<file path="src/rtl/uart_memory_loader_pkg.sv">
// -----------------------------------------------------------------------------
// uart_memory_loader_pkg
// Shared definitions for the UART memory loader: loader state enumeration,
// frame sync byte, frame field widths and small decode helpers used by both
// the top level and the byte fetcher.
// -----------------------------------------------------------------------------
package uart_memory_loader_pkg;

   localparam logic [7:0] SYNC_BYTE = 8'hA5;

   // Frame field widths
   localparam int BYTE_W  = 8;   // one UART character
   localparam int COUNT_W = 16;  // word count field (two bytes)
   localparam int WORD_W  = 32;  // memory word
   localparam int ADDR_W  = 32;  // memory byte address

   typedef enum logic [2:0] {
      WAIT_SYNC = 3'd0,
      LEN_LO    = 3'd1,
      LEN_HI    = 3'd2,
      DATA      = 3'd3,
      WRITE     = 3'd4,
      CHECK     = 3'd5,
      DONE      = 3'd6,
      ERROR     = 3'd7
   } state_t;

   // States that consume a received byte; the fetcher only pops in these.
   function automatic logic accepts_byte(input state_t s);
      return (s == WAIT_SYNC) || (s == LEN_LO) || (s == LEN_HI) ||
             (s == DATA) || (s == CHECK);
   endfunction

   // States in which the inter-byte timeout counter runs.
   function automatic logic timer_runs(input state_t s);
      return (s != WAIT_SYNC) && (s != DONE);
   endfunction

   // Byte address of a word: base + 4*index, 32-bit modulo.
   function automatic logic [ADDR_W-1:0] word_address(input logic [ADDR_W-1:0]  base,
                                                      input logic [COUNT_W-1:0] idx);
      return base + {{(ADDR_W-COUNT_W-2){1'b0}}, idx, 2'b00};
   endfunction

endpackage

</file>
<file path="src/rtl/uart_byte_fetcher.sv">
// -----------------------------------------------------------------------------
// uart_byte_fetcher
// Pops bytes from the UART RX FIFO and presents each one for a single cycle.
// The FIFO returns data the cycle after the pop, so the popped byte is
// flagged as outstanding for exactly that one cycle, where it appears on
// byte_valid/byte_data.
//
// Ports
//   clk, reset     : clock, synchronous active-high reset
//   fetch_en       : consumer can accept a byte arriving after this pop
//   rx_fifo_empty  : FIFO empty flag
//   read_data      : FIFO data, valid the cycle after read
//   read           : registered one-cycle pop strobe
//   byte_valid     : a popped byte is on byte_data this cycle
//   byte_data      : the popped byte
// -----------------------------------------------------------------------------
module uart_byte_fetcher
   import uart_memory_loader_pkg::*;
(
   input  logic              clk,
   input  logic              reset,
   input  logic              fetch_en,
   input  logic              rx_fifo_empty,
   input  logic [BYTE_W-1:0] read_data,
   output logic              read,
   output logic              byte_valid,
   output logic [BYTE_W-1:0] byte_data
);

   logic read_q, read_d;
   logic outstanding_q, outstanding_d;

   // A pop issued this cycle (read_q) has not returned yet, so never issue
   // back to back; the FIFO flag already reflects any earlier pop.
   always_comb begin
      read_d        = fetch_en && !rx_fifo_empty && !read_q;
      outstanding_d = read_q;
   end

   always_ff @(posedge clk) begin
      if (reset) begin
         read_q        <= 1'b0;
         outstanding_q <= 1'b0;
      end else begin
         read_q        <= read_d;
         outstanding_q <= outstanding_d;
      end
   end

   assign read       = read_q;
   assign byte_valid = outstanding_q;
   assign byte_data  = read_data;

endmodule

</file>
<file path="src/rtl/uart_memory_loader.sv">
// -----------------------------------------------------------------------------
// uart_memory_loader
// Receives a program image over the UART RX FIFO and writes it into memory
// while holding the core in reset. Frame:
//   A5, count[7:0], count[15:8], 4*count data bytes (little-endian words),
//   checksum = XOR of all data bytes.
// A good checksum releases the core (terminal until reset); a bad checksum,
// oversized count or inter-byte timeout flags error and re-arms for a new
// sync byte. Words already written are left in memory.
//
// Ports
//   clk, reset     : clock, synchronous active-high reset
//   rx_fifo_empty  : UART RX FIFO empty flag
//   read           : one-cycle pop strobe to the FIFO
//   read_data      : RX byte, valid the cycle after read
//   memory_write   : one-cycle memory write strobe
//   address        : memory byte address (BASE_ADDRESS + 4*word index)
//   write_data     : memory write word
//   reset_core     : holds the core in reset until a successful load
//   enable_clk     : core clock enable after a successful load
//   busy           : frame in progress
//   done           : successful load (sticky until reset)
//   error          : failed frame (sticky until next sync byte)
// -----------------------------------------------------------------------------
module uart_memory_loader
   import uart_memory_loader_pkg::*;
#(
   parameter logic [ADDR_W-1:0] BASE_ADDRESS   = 32'h0000_0000,
   parameter int unsigned       MAX_WORDS      = 4096,
   parameter int unsigned       TIMEOUT_CYCLES = 25000000
)(
   input  logic              clk,
   input  logic              reset,
   input  logic              rx_fifo_empty,
   output logic              read,
   input  logic [BYTE_W-1:0] read_data,
   output logic              memory_write,
   output logic [ADDR_W-1:0] address,
   output logic [WORD_W-1:0] write_data,
   output logic              reset_core,
   output logic              enable_clk,
   output logic              busy,
   output logic              done,
   output logic              error
);

   localparam logic [31:0] MAX_COUNT    = 32'(MAX_WORDS);
   localparam logic [31:0] TIMEOUT_LAST = 32'(TIMEOUT_CYCLES - 1);

   state_t               state_q, state_d;
   logic [COUNT_W-1:0]   count_q, count_d;
   logic [COUNT_W-1:0]   word_idx_q, word_idx_d;
   logic [1:0]           byte_idx_q, byte_idx_d;
   logic [WORD_W-1:0]    word_q, word_d;
   logic [ADDR_W-1:0]    address_q, address_d;
   logic [BYTE_W-1:0]    checksum_q, checksum_d;
   logic [31:0]          timer_q, timer_d;
   logic                 error_q, error_d;

   logic                 byte_valid;
   logic [BYTE_W-1:0]    byte_data;
   logic                 fetch_en;
   logic                 timeout;
   logic                 last_word;
   logic [COUNT_W-1:0]   len_full;

   uart_byte_fetcher u_fetcher (
      .clk           (clk),
      .reset         (reset),
      .fetch_en      (fetch_en),
      .rx_fifo_empty (rx_fifo_empty),
      .read_data     (read_data),
      .read          (read),
      .byte_valid    (byte_valid),
      .byte_data     (byte_data)
   );

   // Full count as it becomes known on the high-byte cycle.
   assign len_full  = {byte_data, count_q[7:0]};
   assign last_word = (word_idx_q + 16'd1) == count_q;
   // An arriving byte resets the counter, so it also cancels a timeout.
   assign timeout   = timer_runs(state_q) && (timer_q == TIMEOUT_LAST) && !byte_valid;
   // Pops are decided one cycle ahead of the byte's arrival, so they follow
   // the state that will be current when the byte lands.
   assign fetch_en  = accepts_byte(state_d);

   // -------------------------------------------------------------------------
   // State register
   // -------------------------------------------------------------------------
   always_ff @(posedge clk) begin
      if (reset) begin
         state_q <= WAIT_SYNC;
      end else begin
         state_q <= state_d;
      end
   end

   // -------------------------------------------------------------------------
   // Next-state logic
   // -------------------------------------------------------------------------
   always_comb begin
      state_d = state_q;
      case (state_q)
         WAIT_SYNC: if (byte_valid && byte_data == SYNC_BYTE) state_d = LEN_LO;
         LEN_LO:    if (byte_valid) state_d = LEN_HI;
         LEN_HI: begin
            if (byte_valid) begin
               if (len_full == '0)
                  state_d = CHECK;
               else if ({16'd0, len_full} > MAX_COUNT)
                  state_d = ERROR;
               else
                  state_d = DATA;
            end
         end
         DATA:      if (byte_valid && byte_idx_q == 2'd3) state_d = WRITE;
         WRITE:     state_d = last_word ? CHECK : DATA;
         CHECK:     if (byte_valid) state_d = (byte_data == checksum_q) ? DONE : ERROR;
         DONE:      state_d = DONE;
         ERROR:     state_d = WAIT_SYNC;
      endcase
      if (timeout) state_d = ERROR;
   end

   // -------------------------------------------------------------------------
   // Output decode
   // -------------------------------------------------------------------------
   always_comb begin
      memory_write = (state_q == WRITE);
      busy         = (state_q != WAIT_SYNC) && (state_q != DONE) && (state_q != ERROR);
      done         = (state_q == DONE);
      reset_core   = (state_q != DONE);
      enable_clk   = (state_q == DONE);
   end

   assign address    = address_q;
   assign write_data = word_q;
   assign error      = error_q;

   // -------------------------------------------------------------------------
   // Datapath: count, word assembly, address, checksum, timeout, error flag
   // -------------------------------------------------------------------------
   always_comb begin
      count_d    = count_q;
      word_idx_d = word_idx_q;
      byte_idx_d = byte_idx_q;
      word_d     = word_q;
      address_d  = address_q;
      checksum_d = checksum_q;
      error_d    = error_q;
      timer_d    = timer_q + 32'd1;
      if (!timer_runs(state_q) || byte_valid) timer_d = '0;

      case (state_q)
         WAIT_SYNC: begin
            if (byte_valid && byte_data == SYNC_BYTE) begin
               error_d    = 1'b0;
               checksum_d = '0;
               count_d    = '0;
            end
         end
         LEN_LO: if (byte_valid) count_d[7:0] = byte_data;
         LEN_HI: begin
            if (byte_valid) begin
               count_d[15:8] = byte_data;
               word_idx_d    = '0;
               byte_idx_d    = '0;
            end
         end
         DATA: begin
            if (byte_valid) begin
               word_d[{byte_idx_q, 3'b000} +: BYTE_W] = byte_data;
               checksum_d = checksum_q ^ byte_data;
               byte_idx_d = byte_idx_q + 2'd1;
               // Latch the address with the final byte so address and data
               // are both settled for the whole write cycle.
               if (byte_idx_q == 2'd3) address_d = word_address(BASE_ADDRESS, word_idx_q);
            end
         end
         WRITE: word_idx_d = word_idx_q + 16'd1;
         default: ;
      endcase

      if (state_d == ERROR) error_d = 1'b1;
   end

   always_ff @(posedge clk) begin
      if (reset) begin
         count_q    <= '0;
         word_idx_q <= '0;
         byte_idx_q <= '0;
         word_q     <= '0;
         address_q  <= BASE_ADDRESS;
         checksum_q <= '0;
         timer_q    <= '0;
         error_q    <= 1'b0;
      end else begin
         count_q    <= count_d;
         word_idx_q <= word_idx_d;
         byte_idx_q <= byte_idx_d;
         word_q     <= word_d;
         address_q  <= address_d;
         checksum_q <= checksum_d;
         timer_q    <= timer_d;
         error_q    <= error_d;
      end
   end

endmodule

</file>
<file path="config.mk">
export PLATFORM = sky130hd
export DESIGN_NAME = uart_memory_loader
export DESIGN_NICKNAME = d
export VERILOG_FILES = /design/src/rtl/uart_memory_loader_pkg.sv /design/src/rtl/uart_byte_fetcher.sv /design/src/rtl/uart_memory_loader.sv
export SDC_FILE = /design/constraint.sdc
export NUM_CORES = 1
export LEC_CHECK = 0
export ABC_AREA = 1
export CORE_UTILIZATION = 30
export CTS_CLUSTER_SIZE = 40
export DETAILED_ROUTE_END_ITERATION = 16
export GPL_TIMING_DRIVEN = 1
export PLACE_DENSITY = 0.55
export SLEW_MARGIN = 10
export SYNTH_ARGS = -nofsm -noshare
export SYNTH_HDL_FRONTEND = slang
export SYNTH_SLANG_ARGS = --single-unit
</file>
<file path="constraint.sdc">
create_clock -name clk -period 4.5 [get_ports clk]
set_input_delay 0.9 -clock clk [delete_from_list [all_inputs] [get_ports clk]]
set_output_delay 0.9 -clock clk [all_outputs]
set_load 0.1 [all_outputs]
</file>
==> impl_summary.log <==
[metrics] cell with the biggest individual delay on the critical path: clkdlybuf4s50_1
[metrics] Period Utilization, post-route: about three quarters
[metrics] cell count of the worst reg-to-reg path: 15
[metrics] library cells used by synthesis: 41
[metrics] unrepaired setup endpoints after global routing: no
[metrics] number of I/O port buffers: 65
[metrics] CP max FO: 6
[metrics] flip-flop and latch count after synthesis: 128
[metrics] share of synthesized registers carrying an async set or reset: 0%
[metrics] ratio of total power to cell area: ~340 nW/um2
[metrics] Max-Slew Margin vs Limit: between 30 and 40%
[metrics] placed cell areas: roughly 7200 um2
[metrics] # rows: 53
[metrics] clock sink count: around 130
[metrics] Die H: 147.9 um
[metrics] synth cell count leaders: 175 x nand2_1, 128 x dfxtp_1, 97 x inv_1, 92 x a21oi_1, 79 x nor2_1
[metrics] number of hold buffers added after CTS: 0
[metrics] highest achievable clock rate: 289.9 MHz
[metrics] sequence of cells on the critical path: inv_1 > nor3_2 > clkdlybuf4s50_1
[metrics] outcome: finished clean
[metrics] Required @ worst endpoint: between 3000 and 4000 ps
[metrics] clock tree root buffer cell: clkbuf_16
[metrics] category of the worst setup path capture point: output port
[metrics] share of synthesized area occupied by flip-flops and latches: roughly 40%
[metrics] min setup slack post-route: between 1000 and 1500 ps
[metrics] LEAKAGE: 2.939 nW
[metrics] largest net degree at the start of global routing: 52
[metrics] area inside the core boundary: approximately 21,000 um2
[metrics] via count normalized by instance count: about 4.7
[metrics] starting utilization of the core area: just over 30%
[metrics] DP Wirelength: around 12 mm
[metrics] dominant cell by count in the synthesized netlist: nand2_1
[metrics] final period demand of the worst path: between 3000 and 4000 ps
[metrics] type of element launching the critical path: register
[metrics] top-level I/O count: 82
[metrics] via count: just under 6,000
[metrics] clock slew at reported path FFs: 50 ps
[metrics] routed wire length: about 16 mm
[metrics] number of flops mapped to enable cells by yosys: 0
[metrics] actual transition at the worst max-transition pin: ~990 ps
[metrics] ratio of cells with drive above 1 in the final layout: 7.173%
[metrics] number of buffers created by CTS: 17
[metrics] arrival time worst endpoint: 2550 ps
[metrics] DR pass1 iterations: 7
[metrics] global-route usage over all layers: approximately 15%
[metrics] Non-Filler Cell Area, Final: slightly below 8000 um2
[metrics] Max VDD drop: between 0.0002 and 0.0003 V
[metrics] # Post-CTS Setup Buffers: 0
[metrics] Worst-Skew Late Latency: 420 ps
[metrics] final sum of negative setup slack: 0 ps
[metrics] final hold vios: 0
[metrics] setup slack after placement: ~1400 ps
[metrics] number of gates resized after CTS: 0
[metrics] count of antenna-violating nets left after detailed routing: 0
[metrics] Yosys top cell by area: dfxtp_1
[metrics] number of global-route vias before repair: 5,390
[metrics] maximum clock skew at final layout: between 6 and 7 ps
[metrics] clock tree from TritonCTS: yes
[metrics] area growth from synthesis to layout: 22.23%
[metrics] DIE WIDTH: roughly 150 um
[metrics] Final Total Pwr: ~2.7 mW
[metrics] Longest Clk Path Bufs: 2
[metrics] count of routing violations after the opening detailed-route iteration: 341
[metrics] Warnings, synthesis: 0
[metrics] number of nets in the layout: around 970
[metrics] WL/cell: 13.26 um
[metrics] H-tree levels: 4
[metrics] Congestion Overflow GR: 0
[metrics] WS Path Type: reg2out
[metrics] post-synthesis average cell area: between 7 and 8 um2
[metrics] cell depth of the worst min-delay path: 1
[metrics] final slew viol count: 0
[metrics] wire length of the first global-routing pass: 26.77 mm
[metrics] area of the mapped netlist: 6387 um2
[metrics] count of mapped cells out of synthesis: approximately 890
[metrics] top area cells in the synthesized netlist: dfxtp_1 40%, nand2_1 10%, a21oi_1 7.2%
[metrics] DR DRC count: 0
[metrics] Yosys top cell area share: about two fifths
[metrics] Die Outline Area: ~22,000 um2
[metrics] class of the tightest hold or removal check: reg2reg
[metrics] gpl congestion: roughly 0.85
[metrics] antenna diode instance count: 0
[metrics] final setup violation count: 0
[metrics] largest stage delay on the critical path: ~1200 ps
[metrics] Main synth FF type: dfxtp_1
[metrics] number of violations of the max-capacitance limit: 0
[metrics] number of antenna violations at the first check in global routing: 0
path summary, 6_finish.rpt:
path / from / end / slack [ps]
max reg2reg: word_idx_q[0] / error / 1970
min: timer_q[0] / timer_q[0] / 450
max: state_q[2] / done / 1050
min reg2reg: timer_q[0] / timer_q[0] / 450
flip-flops by register name, summed over array words and instances (netlist names):
signal / cells
count_q: 16
u_fetcher.byte_valid: 1
timer_q: 32
state_q: 3
checksum_q: 8
u_fetcher.read: 1
address: 16
error: 1
word_idx_q: 16
write_data: 32
byte_idx_q: 2
worst max-delay path: cells and delay by family (launching register included):
kind | cells | cell delay (ps)
AND/OR/NAND/NOR | 1 | 340
buffers and inverters | 2 | 1320
flip-flops | 1 | 470
cells by family after synthesis:
family | Yosys count | share of synthesized area (%)
adders and majority gates | 7 | 1.371
other | 1 | 0.05871
AOI/OAI and AO/OA | 180 | 15.71
xor gates and xnor gates | 20 | 3.173
and+or+nand+nor | 406 | 29.21
buffers and inverters | 152 | 10.36
DFF | 128 | 40.12
metal layers:
metal,share of wire [%],vias up,track usage (%)
met4,1.0,0,5.103
met3,4.4,13,3.488
met1,48,2672,20.21
met2,46,125,25.12
met5,0,-,0
li1,-,3035,-
stage by stage:
step | instances | hold slack [ps] | utilization (%)
after floorplan | 909 | 428.6 | -
after global placement | 1205 | 441.7 | 34.37
after detailed placement | 1205 | 442.6 | 34.37
after CTS | 1237 | 454.8 | 37.26
after global routing | 1237 | 470.4 | 37.26
final | 1237 | 451.4 | 37.26
cell type report:
class,instances,area [um2]
Multi-Input combinational cell,629,3224
Sequential cell,128,2562
Tap cell,275,344.1
Clock buffer,19,442.9
Inverter,102,382.9
Fill cell,2244,13150
Clock inverter,13,162.7
Timing Repair Buffer,71,688.2
layout by cell type, fill, tap and decap left out, types with 2 or more instances in the layout:
cell / Yosys / final
nand3b_1: 2 / 2
nand2_1: 175 / 175
nand3_1: 72 / 72
nor3_2: 5 / 6
a21oi_1: 92 / 92
xnor2_1: 10 / 10
clkinv_1: 2 / 2
clkdlybuf4s50_1: 0 / 63
bufinv_16: 0 / 3
o211a_1: 12 / 12
o21ai_0: 57 / 57
nor4_1: 3 / 3
dfxtp_1: 128 / 128
nor3b_1: 5 / 5
inv_1: 97 / 97
ha_1: 7 / 7
nor2_4: 4 / 4
nand2_2: 2 / 2
conb_1: 1 / 16
clkinv_4: 0 / 3
nor2_2: 8 / 8
nand3_2: 3 / 3
clkbuf_16: 0 / 17
xnor3_1: 2 / 2
nor3_1: 26 / 25
a211oi_1: 12 / 12
or2_2: 2 / 2
inv_2: 3 / 3
nor2_1: 79 / 79
xor2_1: 8 / 8
clkinv_2: 0 / 3
nand4_1: 17 / 17
buf_4: 20 / 7
clkinvlp_4: 0 / 3
power breakdown:
| part | internal (mW) | switching [mW] | total, mW |
|---|---|---|---|
| registers | 1.13 | 0.00123 | 1.14 |
| clock network | 0.886 | 0.531 | 1.42 |
| logic | 0.0146 | 0.0942 | 0.109 |
| total | 2.03 | 0.626 | 2.66 |
Note: power is estimated with default switching activity, not from simulation.
